$ cat src/rtl/pq_serial_loader_pkg.sv
// pq_serial_loader shared definitions: FSM state encoding,
// default operand width and a counter-width helper.
package pq_serial_loader_pkg;

    localparam int WIDTH_DEF = 5;

    typedef enum logic [2:0] {
        IDLE   = 3'd0,
        LOAD_P = 3'd1,
        LOAD_Q = 3'd2,
        PAR    = 3'd3,
        HOLD   = 3'd4
    } state_t;

    function automatic int cnt_bits(input int w);
        return (w > 1) ? $clog2(w) : 1;
    endfunction

endpackage

$ cat src/rtl/pq_serial_loader_if.sv
// Handshake/bus bundle between the serial source, the loader and
// the downstream evaluator. master drives the stream and ack,
// slave (the loader) drives P, Q, pq_valid, busy and par_err.
interface pq_serial_loader_if
    import pq_serial_loader_pkg::*;
#(
    parameter int WIDTH = WIDTH_DEF
);

    logic             start;
    logic             sdi;
    logic             sdi_valid;
    logic             ack;
    logic [WIDTH-1:0] P;
    logic [WIDTH-1:0] Q;
    logic             pq_valid;
    logic             busy;
    logic             par_err;

    modport master (
        output start, sdi, sdi_valid, ack,
        input  P, Q, pq_valid, busy, par_err
    );

    modport slave (
        input  start, sdi, sdi_valid, ack,
        output P, Q, pq_valid, busy, par_err
    );

endinterface

$ cat src/rtl/pq_serial_loader_serial_shifter.sv
// serial_shifter: WIDTH-bit shadow shift register for one operand.
// Ports: clk, rst (sync, active-high), clr, en, din -> q.
module serial_shifter #(
    parameter int WIDTH     = 5,
    parameter bit MSB_FIRST = 1'b1
) (
    input  logic             clk,
    input  logic             rst,
    input  logic             clr,
    input  logic             en,
    input  logic             din,
    output logic [WIDTH-1:0] q
);

    always_ff @(posedge clk) begin
        if (rst || clr) begin
            q <= '0;
        end else if (en) begin
            // MSB-first shifts left so the first bit lands in WIDTH-1;
            // LSB-first shifts right so the first bit lands in bit 0.
            if (MSB_FIRST) begin
                q <= {q[WIDTH-2:0], din};
            end else begin
                q <= {din, q[WIDTH-1:1]};
            end
        end
    end

endmodule

$ cat src/rtl/pq_serial_loader.sv
// pq_serial_loader: assembles serial P/Q operands and presents them
// in parallel with a valid/ack handshake.
// Ports: clk, rst (sync, active-high), bus (pq_serial_loader_if.slave):
//   start, sdi, sdi_valid, ack in; P, Q, pq_valid, busy, par_err out.
// Optional macro PQ_LOADER_PARITY_EN adds a trailing odd-parity bit.
module pq_serial_loader
    import pq_serial_loader_pkg::*;
#(
    parameter int WIDTH     = WIDTH_DEF,
    parameter bit MSB_FIRST = 1'b1
) (
    input  logic                 clk,
    input  logic                 rst,
    pq_serial_loader_if.slave    bus
);

    localparam int CW = cnt_bits(WIDTH);
    localparam logic [CW-1:0] LAST = CW'(WIDTH - 1);

    state_t           state;
    logic [CW-1:0]    cnt;
    logic [WIDTH-1:0] p_sh;
    logic [WIDTH-1:0] q_sh;
    logic [WIDTH-1:0] p_q;
    logic [WIDTH-1:0] q_q;
    logic             pq_valid_q;
    logic             busy_q;
    logic             last;
    logic             clr;
    logic             shift_p;
    logic             shift_q;

    assign last    = (cnt == LAST);
    assign clr     = (state == IDLE) && bus.start;
    assign shift_p = (state == LOAD_P) && bus.sdi_valid;
    assign shift_q = (state == LOAD_Q) && bus.sdi_valid;

    serial_shifter #(
        .WIDTH     (WIDTH),
        .MSB_FIRST (MSB_FIRST)
    ) u_p_sh (
        .clk (clk),
        .rst (rst),
        .clr (clr),
        .en  (shift_p),
        .din (bus.sdi),
        .q   (p_sh)
    );

    serial_shifter #(
        .WIDTH     (WIDTH),
        .MSB_FIRST (MSB_FIRST)
    ) u_q_sh (
        .clk (clk),
        .rst (rst),
        .clr (clr),
        .en  (shift_q),
        .din (bus.sdi),
        .q   (q_sh)
    );

`ifdef PQ_LOADER_PARITY_EN
    logic par_acc;
    logic par_err_q;
`endif

    always_ff @(posedge clk) begin
        if (rst) begin
            state      <= IDLE;
            cnt        <= '0;
            p_q        <= '0;
            q_q        <= '0;
            pq_valid_q <= 1'b0;
            busy_q     <= 1'b0;
`ifdef PQ_LOADER_PARITY_EN
            par_acc    <= 1'b0;
            par_err_q  <= 1'b0;
`endif
        end else begin
`ifdef PQ_LOADER_PARITY_EN
            par_err_q <= 1'b0;
`endif
            case (state)
                IDLE: begin
                    if (bus.start) begin
                        state  <= LOAD_P;
                        cnt    <= '0;
                        busy_q <= 1'b1;
`ifdef PQ_LOADER_PARITY_EN
                        par_acc <= 1'b0;
`endif
                    end
                end
                LOAD_P: begin
                    if (bus.sdi_valid) begin
`ifdef PQ_LOADER_PARITY_EN
                        par_acc <= par_acc ^ bus.sdi;
`endif
                        if (last) begin
                            cnt   <= '0;
                            state <= LOAD_Q;
                        end else begin
                            cnt <= cnt + CW'(1);
                        end
                    end
                end
                LOAD_Q: begin
                    if (bus.sdi_valid) begin
`ifdef PQ_LOADER_PARITY_EN
                        par_acc <= par_acc ^ bus.sdi;
`endif
                        if (last) begin
                            cnt <= '0;
`ifdef PQ_LOADER_PARITY_EN
                            state <= PAR;
`else
                            state <= HOLD;
`endif
                        end else begin
                            cnt <= cnt + CW'(1);
                        end
                    end
                end
`ifdef PQ_LOADER_PARITY_EN
                PAR: begin
                    if (bus.sdi_valid) begin
                        // Odd parity: running XOR plus this bit must be 1.
                        if (par_acc ^ bus.sdi) begin
                            state <= HOLD;
                        end else begin
                            state     <= IDLE;
                            busy_q    <= 1'b0;
                            par_err_q <= 1'b1;
                        end
                    end
                end
`endif
                HOLD: begin
                    // First HOLD cycle publishes the shadows (the last
                    // serial bit is only in the shadow after the entry
                    // edge); ack is honoured once pq_valid is up.
                    if (!pq_valid_q) begin
                        p_q        <= p_sh;
                        q_q        <= q_sh;
                        pq_valid_q <= 1'b1;
                    end else if (bus.ack) begin
                        pq_valid_q <= 1'b0;
                        busy_q     <= 1'b0;
                        state      <= IDLE;
                    end
                end
                default: begin
                    state  <= IDLE;
                    busy_q <= 1'b0;
                end
            endcase
        end
    end

    assign bus.P        = p_q;
    assign bus.Q        = q_q;
    assign bus.pq_valid = pq_valid_q;
    assign bus.busy     = busy_q;
`ifdef PQ_LOADER_PARITY_EN
    assign bus.par_err  = par_err_q;
`else
    assign bus.par_err  = 1'b0;
`endif

endmodule
$ cat src/flat_wrapper.sv
// flat-port wrapper written by rule: the top's interface ports become plain ports
module pq_serial_loader_flat import pq_serial_loader_pkg::*;
#(
    parameter int WIDTH     = WIDTH_DEF,
    parameter bit MSB_FIRST = 1'b1
)
  (clk, rst, bus_start, bus_sdi, bus_sdi_valid, bus_ack, bus_P, bus_Q, bus_pq_valid, bus_busy, bus_par_err);
  pq_serial_loader_if #(.WIDTH(WIDTH)) bus_i ();
  input  logic clk;
  input  logic rst;
  input wire logic [$bits(bus_i.start)-1:0] bus_start;
  input wire logic [$bits(bus_i.sdi)-1:0] bus_sdi;
  input wire logic [$bits(bus_i.sdi_valid)-1:0] bus_sdi_valid;
  input wire logic [$bits(bus_i.ack)-1:0] bus_ack;
  output wire logic [$bits(bus_i.P)-1:0] bus_P;
  output wire logic [$bits(bus_i.Q)-1:0] bus_Q;
  output wire logic [$bits(bus_i.pq_valid)-1:0] bus_pq_valid;
  output wire logic [$bits(bus_i.busy)-1:0] bus_busy;
  output wire logic [$bits(bus_i.par_err)-1:0] bus_par_err;
  assign bus_i.start = bus_start;
  assign bus_i.sdi = bus_sdi;
  assign bus_i.sdi_valid = bus_sdi_valid;
  assign bus_i.ack = bus_ack;
  assign bus_P = bus_i.P;
  assign bus_Q = bus_i.Q;
  assign bus_pq_valid = bus_i.pq_valid;
  assign bus_busy = bus_i.busy;
  assign bus_par_err = bus_i.par_err;
  pq_serial_loader #(.WIDTH(WIDTH), .MSB_FIRST(MSB_FIRST)) u_core (.clk(clk), .rst(rst), .bus(bus_i));
endmodule
$ cat config.mk
export PLATFORM = sky130hd
export DESIGN_NAME = pq_serial_loader_flat
export DESIGN_NICKNAME = d
export VERILOG_FILES = /design/src/rtl/pq_serial_loader_pkg.sv /design/src/rtl/pq_serial_loader_if.sv /design/src/rtl/pq_serial_loader_serial_shifter.sv /design/src/rtl/pq_serial_loader.sv /design/src/flat_wrapper.sv
export SDC_FILE = /design/constraint.sdc
export NUM_CORES = 1
export LEC_CHECK = 0
export ABC_CLOCK_PERIOD_IN_PS = 1700
export CAP_MARGIN = 20
export CELL_PAD_IN_SITES_DETAIL_PLACEMENT = 0
export CELL_PAD_IN_SITES_GLOBAL_PLACEMENT = 2
export CORE_ASPECT_RATIO = 1.75
export CORE_MARGIN = 2
export CORE_UTILIZATION = 37
export CTS_CLUSTER_SIZE = 8
export DETAILED_ROUTE_END_ITERATION = 10
export DONT_BUFFER_PORTS = 1
export GPL_TIMING_DRIVEN = 0
export PLACE_DENSITY = 0.78
export SLEW_MARGIN = 20
export SYNTH_ARGS = -nofsm -noshare
export SYNTH_HDL_FRONTEND = slang
export SYNTH_SLANG_ARGS = --single-unit
$ cat constraint.sdc
create_clock -name clk -period 1.7 [get_ports clk]
set_input_delay 0.34 -clock clk [delete_from_list [all_inputs] [get_ports clk]]
set_output_delay 0.34 -clock clk [all_outputs]
set_load 0.1 [all_outputs]
# Word-level counts from Yosys, hierarchy flattened
# Index checks and enable logic that the tools add are counted.
[totals]
reg_bits = 28
latchBits = 0
ramBits = 0
rom_bits = 0
inputBits = 6
out_inout_bits = 13
word_cells = 52
mem_count = 0
[op_classes]
addsub = 1
n_mul = 0
div = 0
order_cmp = 0
eq_ne = 12
shifts = 0
mux = 18
n_bitwise = 2
n_reduce_logical = 11
[ops]
columns = ["cell", "count"]
rows = [
  ["3-bit 2-to-1 mux", 10],
  ["3-bit case mux with 4 select lines", 1],
  ["2-bit by 1-bit != test with 1-bit output (second input constant)", 4],
  ["2-bit != test (second input constant)", 4],
  ["7-bit AND reduction", 1],
  ["3-bit equality test (second input constant)", 2],
  ["3-bit case mux with 2 select lines", 1],
  ["1-bit 2-to-1 mux", 5],
  ["4-bit AND reduction", 1],
  ["3-bit by 1-bit adder with 3-bit output (second input constant)", 1],
  ["3-bit by 1-bit equality test with 1-bit output (second input constant)", 1],
  ["3-bit by 2-bit equality test with 1-bit output (second input constant)", 1],
  ["1-bit logical AND", 3],
  ["3-bit logical NOT", 1],
  ["1-bit case mux with 3 select lines", 1],
  ["3-bit AND reduction", 1],
  ["1-bit NOT", 2],
  ["2-bit AND reduction", 1],
  ["2-bit nonzero test", 1],
  ["2-bit OR reduction", 1],
  ["1-bit logical OR", 1],
]

# Longest topological paths before layout
# Gate-level depths: netlist of the first run.
[logic_depth]
ltp_word = 4
depth_mapped = 6
mapped_depth_nobuf = 6

# Cells and area by module
# From an unflattened synthesis of the first run, not the netlist that was laid out.
[unflattened]
cells_unflattened = 135
area_unflattened_um2 = 1247.4
[modules_own_cells]
columns = ["mod", "instances", "cells_each", "area_per_inst_um2", "seq_area_each_um2"]
rows = [
  ["pq_serial_loader", 1, 103, 874.6, 360.3],
  ["serial_shifter", 2, 16, 186.4, 100.1],
]

# Worst setup path before layout of the first run
# OpenSTA, ideal clock, no wires.
[synth_path]
path_kind = "register to register"
start = "register u_core.pq_valid_q, in the netlist u_core.bus.pq_valid"
end = "register u_core.busy_q, in the netlist u_core.bus.busy"
arrival_time_ps = 1582
slack_ps = -14
stages_incl_launch_ff = 5
synth_period_minus_slack_ps = 1714
cell_sequence = "dfxtp_1 -> nand3_1 -> and3_1 -> o21ai_0 -> a21oi_1"
[synth_between]
elab_chain_cells = 2
[synth_lines]
columns = ["item", "line", "rtl"]
rows = [
  ["from (decl)", "pq_serial_loader.sv:26", "logic pq_valid_q;"],
  ["from (signal assigned)", "pq_serial_loader.sv:73", "pq_valid_q <= 1'b0;"],
  ["from (signal assigned)", "pq_serial_loader.sv:145", "pq_valid_q <= 1'b1;"],
  ["from (signal assigned)", "pq_serial_loader.sv:147", "pq_valid_q <= 1'b0;"],
  ["2-bit by 1-bit != test with 1-bit output (no source line)", "-", ""],
  ["4-bit AND reduction (no source line)", "-", ""],
  ["to (signal assigned)", "pq_serial_loader.sv:74", "busy_q <= 1'b0;"],
  ["to (signal assigned)", "pq_serial_loader.sv:88", "busy_q <= 1'b1;"],
  ["to (signal assigned)", "pq_serial_loader.sv:148", "busy_q <= 1'b0;"],
  ["to (decl)", "pq_serial_loader.sv:27", "logic busy_q;"],
]
# Every way passes these cells.
# A chain may end at the register's enable or synchronous reset.

# Final worst setup path of the first run
[layout_path]
start = "register u_core.state[2]"
end = "register u_core.cnt[0]"
[layout_between]
elab_chain_cells = 4
elab_cells_between_ends = 9
cone_classes = "eq/ne (4); mux (1); reduce/logical (4)"
[layout_lines]
columns = ["item", "line", "rtl"]
rows = [
  ["from (decl)", "pq_serial_loader.sv:20", "state_t state;"],
  ["from (signal assigned)", "pq_serial_loader.sv:69", "state <= IDLE;"],
  ["from (signal assigned)", "pq_serial_loader.sv:86", "state <= LOAD_P;"],
  ["from (signal assigned)", "pq_serial_loader.sv:101", "state <= LOAD_Q;"],
  ["3-bit by 2-bit equality test with 1-bit output or 3-bit by 1-bit equality test with 1-bit output (tied branches)", "pq_serial_loader.sv:83", "case (state)"],
  ["2-bit OR reduction (no source line)", "-", ""],
  ["2-bit by 1-bit != test with 1-bit output (no source line) or 2-bit nonzero test (tied branches)", "-", ""],
  ["3-bit AND reduction (no source line)", "-", ""],
  ["to (signal assigned)", "pq_serial_loader.sv:103", "cnt <= cnt + CW'(1);"],
  ["to (signal assigned)", "pq_serial_loader.sv:120", "cnt <= cnt + CW'(1);"],
  ["to (decl)", "pq_serial_loader.sv:21", "logic [CW-1:0] cnt;"],
]
# Parallel ways exist; a longest one is shown, timed or not.

==> metrics, run 1 <==
Worst Setup Path Type=reg2reg; Worst slew margin=0.3339; YS warnings=0; MaxCap Viol Count=0; Total GRT Usage=0.1403; ys flop type=dfxtp_1; Post-Route WL=2381 um; Max Slew Vio Count=0; top post-synthesis cells by area=dfxtp_1, mux2i_1, nand2_1, a21oi_1, nor2_1; Critical R2R Launch=u_core.state[2]; setup violators final=0; CTS tree=built; Clk Latency, worst-skew pair=0.27 ns; Die H=80.47 um; Pleak=0.4584 nW; drt via density=4.844; CP arrival=1.84 ns; Post-CTS Hold Fix Bufs=0; Mapped Area=1236 um^2; Sink Count=28; Crit. Startpoint=u_core.state[2]; synth unique cells=34; Synth Area per Inst=9.225 um^2; routed len/inst=13.23 um; Fmax achieved=608.3 MHz; sequential share of the synthesized area=0.4534; Post-synth EDFFs=0; initial antenna violation count=0; Starting Density=0.3893; root buf cell=clkbuf_8; min Tclk post-route=1.644 ns; DIE AREA=3838 um^2; placer congestion estimate=0.7541; number of core rows=27; Worst EP required=1.90 ns; post-route ant nets=0; top cell type's share of synthesized area=0.4534; Max VDD drop=0.4376 mV; share of cells above drive strength 1=0.1387; largest net degree at the start of global routing=15; Setup TNS Final=0 ns; Final nets=147; skew final=0.008340 ns; #FFs+latches synth=28; Yosys top cell by area=dfxtp_1; status=completed; clock-pin transition on the worst setup and hold timing paths=0.10 ns; DR vias=872; Area growth, synth to finish=8.097%; detailed-placement wirelength estimate=1776 um; Least-Margin Pin Slew=0.9977 ns; power per cell area=864.2 nW/um^2; DRC Markers=0; Die X-Extent=47.70 um; CTS buffer count=3; worst min-delay path category=in2reg; Net Count, Synth=142; DRT iter0 DRCs=23; Final Cycle Share=0.9670; crit path launch type=register; Mapped Cells=134; ys async rst share=0; htree depth=1; crit-path max FO=10; clk buf depth=2; RSZ-0062 raised after global routing=no; antenna fix cells=0; CP Capture Type=register; Core ar.=3176 um^2; I/O pins=19; final hold vios=0; fillers=364; first-pass GRT wire length=3884 um; placed inst area=1291 um^2; IO buf count=0; Finished Cell Area=1336 um^2; hold_sp=bus_sdi; via count of the first global-routing pass=859; first-pass iteration count of the detailed router=4; grt ovf=0
## power breakdown
group / leakage [nW] / internal (W) / switching (W)
logic: 0.210 / 0.0000452 / 0.0000705
registers: 0.227 / 0.000663 / 0.0000208
clock network: 0.0216 / 0.000159 / 0.000197
total: 0.458 / 0.000867 / 0.000288
## metrics by stage
step | utilization | instances | total power (W) | hold slack, ns | setup slack (ns)
2_1_floorplan | - | 134 | 0.0007933 | 0.4312 | 0.1645
3_3_place_gp | 0.4066 | 177 | 0.0008117 | 0.4535 | 0.09881
3_5_place_dp | 0.4066 | 177 | 0.0008130 | 0.4540 | 0.04668
4_1_cts | 0.4196 | 180 | 0.001165 | 0.2157 | 0.01837
5_1_grt | 0.4208 | 180 | 0.001194 | 0.2245 | 0.005366
6_report | 0.4208 | 180 | 0.001155 | 0.2191 | 0.05616
## area by class of cell
type                       count  area [um^2]  share of cell area
inverter                       3        11.26            0.008427
tap                           43        53.80             0.04026
sequential                    28        561.8              0.4204
clock buffer                   3        41.29             0.03090
buffer                         8        55.05             0.04120
multi-input combinational     95        613.1              0.4588
## cells in the final DEF, fill, tap and decap left out, types with 2 or more instances in the layout
| cell type | instances |
|---|---|
| a21oi_1 | 15 |
| ha_1 | 2 |
| inv_1 | 3 |
| nor2b_1 | 2 |
| nor3b_4 | 2 |
| buf_6 | 2 |
| nor3b_1 | 2 |
| buf_2 | 2 |
| nor2_1 | 15 |
| clkbuf_1 | 2 |
| dfxtp_1 | 27 |
| nand3_1 | 3 |
| mux2i_1 | 11 |
| buf_4 | 2 |
| nand2_1 | 23 |
| nand2b_1 | 2 |
| clkbuf_8 | 3 |
## path summary, 6_finish.rpt
path / endpoint / cells past startpoint / slack (ns)
worst min register to register: u_core.bus.Q[4] / 2 / 0.46
worst max register to register: u_core.cnt[0] / 5 / 0.06
worst max-delay path: u_core.cnt[0] / 5 / 0.06
worst min-delay path: u_core.u_q_sh.q[0] / 2 / 0.22
## flip-flops by register name, indices dropped and copies added (netlist names)
| register | flops |
|---|---|
| u_core.u_q_sh.q | 5 |
| u_core.bus.Q | 5 |
| u_core.state | 3 |
| u_core.u_p_sh.q | 5 |
| u_core.bus.pq_valid | 1 |
| u_core.bus.busy | 1 |
| u_core.bus.P | 5 |
| u_core.cnt | 3 |
## critical path, stage by stage (launching register included)
cell,delay (ns)
dfxtp_1,0.32
buf_6,0.13
or4b_4,0.58
o21ai_4,0.12
mux2_4,0.32
nor2_1,0.10
## repair_timing
item,CTS,global route
setup endpoints to repair,0,1
resized for setup,0,1
setup buffers,0,0
## metal layers
metal  vias to the layer above  GRT usage  share of wire
met5                         -          0              0
met4                         0    0.04865         0.0084
met3                         2    0.02697          0.031
met2                        10     0.2293           0.51
met1                       403     0.1758           0.45
li1                        457          -              -
## synthesized netlist by cell type, types with 3 or more instances
| cell | count |
|---|---|
| dfxtp_1 | 28 |
| nand2_1 | 23 |
| a21oi_1 | 15 |
| nor2_1 | 15 |
| mux2i_1 | 11 |
| inv_1 | 3 |
| nand3_1 | 3 |
## cell families after synthesis
group                      share of synthesized area
and+or+nand+nor                               0.2439
muxes                                        0.09818
DFF                                           0.4534
AOI/OAI and AO/OA                             0.1134
buffers and inverters                        0.05364
adders and majority gates                    0.02024
xor gates and xnor gates                     0.01417
other                                       0.003034
No activity file was read; power rests on OpenSTA's default activity.
==> inputs of run 2 (changes only) <==
==> constraint.sdc (replaced) <==
create_clock -name clk -period 1.7 [get_ports clk]
set_input_delay 0.085 -clock clk [delete_from_list [all_inputs] [get_ports clk]]
set_output_delay 0.085 -clock clk [all_outputs]
set_load 0.1 [all_outputs]
==> run 2 against run 1 <==
Non-clock buffer count increased by 1. Cell area grew 0.75%. Via count is 0.69% higher. Largest power group unchanged. Register-to-register slack about the same. Hold slack worse by 0.19 ns. Sequential share of layout area fell by 0.31 points.
==> metrics, run 2 (synthesis gave the netlist of run 1 again) <==
initial antenna violation count=0 (unchanged); Finished Cell Area=1346 um^2 (was 1336 um^2); Worst EP required=1.90 ns (about the same); CP bufs+invs=1 (unchanged); Die X-Extent=47.70 um (unchanged); IO buf count=0 (unchanged); power per cell area=857.9 nW/um^2 (was 864.2 nW/um^2); Setup TNS Final=0 ns (unchanged); Clock power frac=0.306 (was 0.308); setup violators final=0 (unchanged); Met1 Routed Length=1050 um (was 1060 um); Die H=80.47 um (unchanged); Final Cycle Share=0.9651 (was 0.9670); DRT iter0 DRCs=25 (was 23); Worst Setup Path Type=reg2reg (unchanged); clk buf depth=2 (unchanged); min Tclk post-route=1.641 ns (was 1.644 ns); sw frac=0.2483 (was 0.2494); internal power=0.0008682 W (was 0.0008668 W); met3 wire length=69 um (was 75 um); Post-Route WL=2377 um (was 2381 um); DIE AREA=3838 um^2 (unchanged); most frequent cells in the layout=dfxtp_1, nand2_1, a21oi_1, nor2_1, mux2i_1 (unchanged); grt ovf=0 (unchanged); status=completed (unchanged); post-route ant nets=0 (unchanged); Max Slew Vio Count=0 (unchanged); antenna fix cells=0 (unchanged); post-CTS setup buffers=0 (unchanged); crit path launch type=register (unchanged); Max VDD drop=0.4384 mV (was 0.4376 mV); Starting Density=0.3893 (unchanged); largest net degree at the start of global routing=15 (unchanged); root buf cell=clkbuf_8 (unchanged); routed len/inst=13.13 um (was 13.23 um); CTS tree=built (unchanged); CP Capture Type=register (unchanged); Sink Count=28 (unchanged); Least-Margin Pin Slew=0.9977 ns (about the same); RSZ-0062 raised after global routing=no (unchanged); commonest non-fill, non-tap cell in the layout=dfxtp_1 (unchanged); CP arrival=1.84 ns (about the same); CP max stage delay=0.58 ns (about the same); first-pass iteration count of the detailed router=4 (unchanged); skew final=0.005626 ns (was 0.008340 ns); detailed-placement wirelength estimate=1776 um (unchanged); DRC Markers=0 (unchanged); share of cells above drive strength 1=0.1377 (was 0.1387); Core ar.=3176 um^2 (unchanged); drt via density=4.851 (was 4.844); first-pass GRT wire length=3884 um (unchanged); placer congestion estimate=0.7541 (unchanged); DR vias=878 (was 872); I/O pins=19 (unchanged); Fmax achieved=609.5 MHz (was 608.3 MHz); Clk Latency, worst-skew pair=0.27 ns (about the same); Final nets=148 (was 147); Post-Layout Cell Count=181 (was 180); CP max stage cell=or4b_4 (unchanged); CTS buffer count=3 (unchanged); number of core rows=27 (unchanged); crit-path max FO=10 (unchanged); htree depth=1 (unchanged); Total GRT Usage=0.1403 (unchanged); Worst slew margin=0.3339 (about the same); Pleak=0.4626 nW (was 0.4584 nW); delay-heaviest family, CP=simple AND/OR/NAND/NOR gates (unchanged); MaxCap Viol Count=0 (unchanged); via count of the first global-routing pass=860 (was 859); clock-pin transition on the worst setup and hold timing paths=0.09 ns (was 0.10 ns); DR top layer=met4 (unchanged); final hold vios=0 (unchanged); sequential share of power=0.592 (about the same); worst min-delay path category=in2reg (unchanged); Comb pwr share=0.102 (was 0.100); met2 wire len=1236 um (was 1224 um); placed inst area=1291 um^2 (unchanged); Area growth, synth to finish=8.907% (was 8.097%); switching power=0.0002867 W (was 0.0002880 W); DP Cell Count=177 (unchanged); crit path cell chain=buf_6, or4b_4, o21ai_4, mux2_4, nor2_1 (unchanged); WHS=0.02529 ns (was 0.2191 ns)
-- run 2: changes by cell type in the layout (fill, tap and decap cells not counted) --
cell           previous run  this run
dlygate4sd3_1             0         1
-- run 2: worst paths after layout --
kind	to	cells after the start	startpoint	slack, ns
max	u_core.cnt[0]	5	u_core.state[2]	0.06
min	u_core.state[2]	2	bus_ack	0.03
max reg2reg	u_core.cnt[0]	5	u_core.state[2]	0.06
min reg2reg	u_core.bus.Q[4]	2	u_core.u_q_sh.q[4]	0.46
-- run 2: worst reg2reg max path: cells and delay by family (launching register included) --
family / cells / cell delay, ns
compound gates: 1 / 0.12
buf+inv: 1 / 0.13
flops: 1 / 0.32
mux: 1 / 0.32
simple gates: 2 / 0.68
-- run 2: what timing repair did --
item / in CTS / in global routing
hold buffers: 1 / 0
hold endpoints to repair: 2 / 0
gates resized for setup: 0 / 1
setup endpoints to repair: 0 / 1
-- run 2: power groups by stage --
stage	sequential, W	combinational (W)	clock, W
2_1_floorplan	0.000698	0.0000952	0
3_3_place_gp	0.000699	0.000113	0
3_5_place_dp	0.000699	0.000114	0
4_1_cts	0.000684	0.000117	0.000367
5_1_grt	0.000685	0.000131	0.000381
6_report	0.000683	0.000118	0.000354
-- run 2: routing by layer --
metal  vias up  GRT usage
met5         -          0
met4         0    0.04865
met3         2    0.02472
met2        10     0.2293
met1       407     0.1772
li1        459          -
-- run 2: layout make-up --
cell class                 count  area [um^2]
fill                         363         1829
multi-input combinational     95        613.1
sequential                    28        561.8
buffer                         8        55.05
tap                           43        53.80
clock buffer                   3        41.29
inverter                       3        11.26
timing repair buffer           1        10.01
-- run 2: per-stage QoR --
step | util | total power, W | worst slack [ns]
detailed placement | 0.4066 | 0.0008130 | 0.04668
global route | 0.4240 | 0.001197 | 0.005366
floorplan | - | 0.0007933 | 0.1645
finish | 0.4240 | 0.001155 | 0.05940
CTS | 0.4228 | 0.001167 | 0.01837
global placement | 0.4066 | 0.0008117 | 0.09881
==> inputs of run 3 (changes only) <==
SYNTH_HIERARCHICAL = 1   (was default)
==> run 3 against run 2 <==
Register-to-register slack gained 0.20 ns. Sequential share of layout area shrank 0.58 points. Combinational power grew 41%. Largest cell class unchanged. Non-clock buffer count grew 2. Highest routed layer unchanged.
==> metrics, run 3 <==
status=completed (unchanged); Core ar.=3176 um^2 (unchanged); setup ws final=0.2625 ns (was 0.05940 ns); crit path launch type=register (unchanged); first-pass iteration count of the detailed router=3 (was 4); MaxCap Viol Count=0 (unchanged); Synth Area per Inst=9.240 um^2 (was 9.225 um^2); I/O pins=19 (unchanged); via count of the first global-routing pass=916 (was 860); DR vias=915 (was 878); Post-synth EDFFs=0 (unchanged); Max Slew Vio Count=0 (unchanged); Setup TNS Final=0 ns (unchanged); htree depth=1 (unchanged); Place WS=0.02736 ns (was 0.04668 ns); Pleak=0.4717 nW (was 0.4626 nW); synth unique cells=31 (was 34); ys flop type=dfxtp_1 (unchanged); power per cell area=882.0 nW/um^2 (was 857.9 nW/um^2); Total GRT Usage=0.1472 (was 0.1403); Worst Setup Path Type=reg2reg (unchanged); DRC Markers=0 (unchanged); Clk Latency, worst-skew pair=0.27 ns (about the same); largest net degree at the start of global routing=15 (unchanged); Area growth, synth to finish=9.930% (was 8.907%); number of core rows=27 (unchanged); YS warnings=6 (was 0); CP Capture Type=register (unchanged); min Tclk post-route=1.438 ns (was 1.641 ns); clock-pin transition on the worst setup and hold timing paths=0.09 ns (about the same); Die X-Extent=47.89 um (was 47.70 um); first-pass GRT wire length=4077 um (was 3884 um); antenna fix cells=0 (unchanged); Synth top cells by count=dfxtp_1, nand2_1, a21oi_1 (was dfxtp_1, nand2_1, a21oi_1, nor2_1, mux2i_1); commonest non-fill, non-tap cell in the layout=dfxtp_1 (unchanged); root buf cell=clkbuf_8 (unchanged); CTS buffer count=3 (unchanged); Starting Density=0.3928 (was 0.3893); final hold vios=0 (unchanged); placer congestion estimate=0.7585 (was 0.7541); Final nets=149 (was 148); top post-synthesis cells by area=dfxtp_1, mux2i_1, nand2_1, a21oi_1, nor3_1 (was dfxtp_1, mux2i_1, nand2_1, a21oi_1, nor2_1); CP arrival=1.64 ns (was 1.84 ns); Max VDD drop=0.4320 mV (was 0.4384 mV); Net Count, Synth=143 (was 142); Least-Margin Pin Slew=0.9930 ns (was 0.9977 ns); Sink Count=28 (unchanged); worst min-delay path category=in2reg (unchanged); Fmax achieved=695.6 MHz (was 609.5 MHz); Mapped Area=1247 um^2 (was 1236 um^2); initial antenna violation count=0 (unchanged); top cell type's share of synthesized area=0.4493 (was 0.4534); Final Util=0.4318 (was 0.4240); most frequent cells in the layout=dfxtp_1, nand2_1, a21oi_1, nor3_1, mux2i_1 (was dfxtp_1, nand2_1, a21oi_1, nor2_1, mux2i_1); Yosys top cell by area=dfxtp_1 (unchanged); skew final=0.002415 ns (was 0.005626 ns); #FFs+latches synth=28 (unchanged); sequential share of the synthesized area=0.4493 (was 0.4534); fillers=334 (was 363); Die H=80.81 um (was 80.47 um); grt ovf=0 (unchanged); setup violators final=0 (unchanged); crit-path max FO=10 (unchanged); post-route ant nets=0 (unchanged); drt via density=5.027 (was 4.851); ys async rst share=0 (unchanged); Final Cycle Share=0.8456 (was 0.9651); detailed-placement wirelength estimate=1893 um (was 1776 um); Post-Route WL=2483 um (was 2377 um); CTS tree=built (unchanged); clk buf depth=2 (unchanged); Mapped Cells=135 (was 134); share of cells above drive strength 1=0.1439 (was 0.1377); sequential cell area=564.3 um^2 (was 561.8 um^2); DIE AREA=3870 um^2 (was 3838 um^2); RSZ-0062 raised after global routing=no (unchanged); DRT iter0 DRCs=9 (was 25); Worst slew margin=0.3371 (was 0.3339); Worst EP required=1.90 ns (about the same); multi-input logic area=606.8 um^2 (was 613.1 um^2); IO buf count=0 (unchanged); most common cell in the netlist=dfxtp_1 (unchanged); routed len/inst=13.64 um (was 13.13 um)
==> run 3: changes by cell type after synthesis, sizes merged, moves of 2 or more <==
cell,before,now
and4bb,0,2
buf,6,8
nand2b,3,1
nor2,16,5
nor3,0,15
nor3b,4,1
nor4b,0,2
o311a,0,2
==> run 3: cells by family (layout without fill, tap and decap cells) <==
kind of cell,after synthesis,in the layout,synth area share
adder cells (fa/ha/maj),2,2,0.02006
buffers and inverters,13,17,0.07622
AND/OR/NAND/NOR,54,54,0.2157
AO/OA/AOI/OAI,25,25,0.1304
other,1,1,0.003006
multiplexers,11,11,0.09228
XOR/XNOR,1,1,0.01304
flip-flops,28,28,0.4493
==> run 3: where the power goes <==
part,switching (W),total [W],internal [W]
Combinational,0.0000969,0.000166,0.0000687
Clock,0.000189,0.000347,0.000159
Sequential,0.0000308,0.000696,0.000666
Total,0.000316,0.00121,0.000893
==> run 3: what timing repair did <==
action / 4_1_cts / 5_1_grt
hold buffers: 1 / 0
resized for setup: 0 / 1
endpoints found under the hold margin: 10 / 0
endpoints found under the setup margin: 0 / 10
buffers inserted: 0 / 0
==> run 3: worst paths after layout <==
path	start	end	slack, ns	cells past startpoint
max	u_core/bus.pq_valid	u_core/bus.P[3]	0.26	4
min	bus_sdi	u_core/u_q_sh/q[0]	0.02	2
max reg2reg	u_core/bus.pq_valid	u_core/bus.P[3]	0.26	4
min reg2reg	u_core/u_q_sh/q[4]	u_core/bus.Q[4]	0.46	2
==> run 3: through the flow <==
stage                     total power (W)  instances  hold WS, ns  area [um^2]
after floorplan                 0.0008444        135       0.1618         1255
after global placement          0.0008712        178       0.1632         1309
after detailed placement        0.0008722        178       0.1655         1309
after CTS                        0.001231        182      0.01365         1360
after global routing             0.001266        182      0.02300         1371
final                            0.001210        182      0.02288         1371
==> run 3: critical path, stage by stage, from the launching register on <==
cell,delay [ns]
dfxtp_4,0.56
nand2b_1,0.15
clkbuf_1,0.37
nand2_1,0.10
a21oi_1,0.18
==> run 3: final cells by class <==
| cell class | instances | share of cell area |
|---|---|---|
| Multi-Input combinational cell | 94 | 0.4425 |
| Clock buffer | 3 | 0.03011 |
| Inverter | 3 | 0.008212 |
| Timing Repair Buffer | 1 | 0.007299 |
| Sequential cell | 28 | 0.4115 |
| Buffer | 10 | 0.06113 |
| Tap cell | 43 | 0.03923 |
==> run 3: layer usage <==
layer | part of all wire | wire length, um | global-route usage | vias up
met5 | 0 | 0 | 0 | -
met4 | 0.0072 | 18 | 0.05676 | 0
met3 | 0.027 | 66 | 0.03111 | 2
met2 | 0.57 | 1411 | 0.2600 | 7
met1 | 0.40 | 986 | 0.1611 | 433
li1 | - | - | - | 473
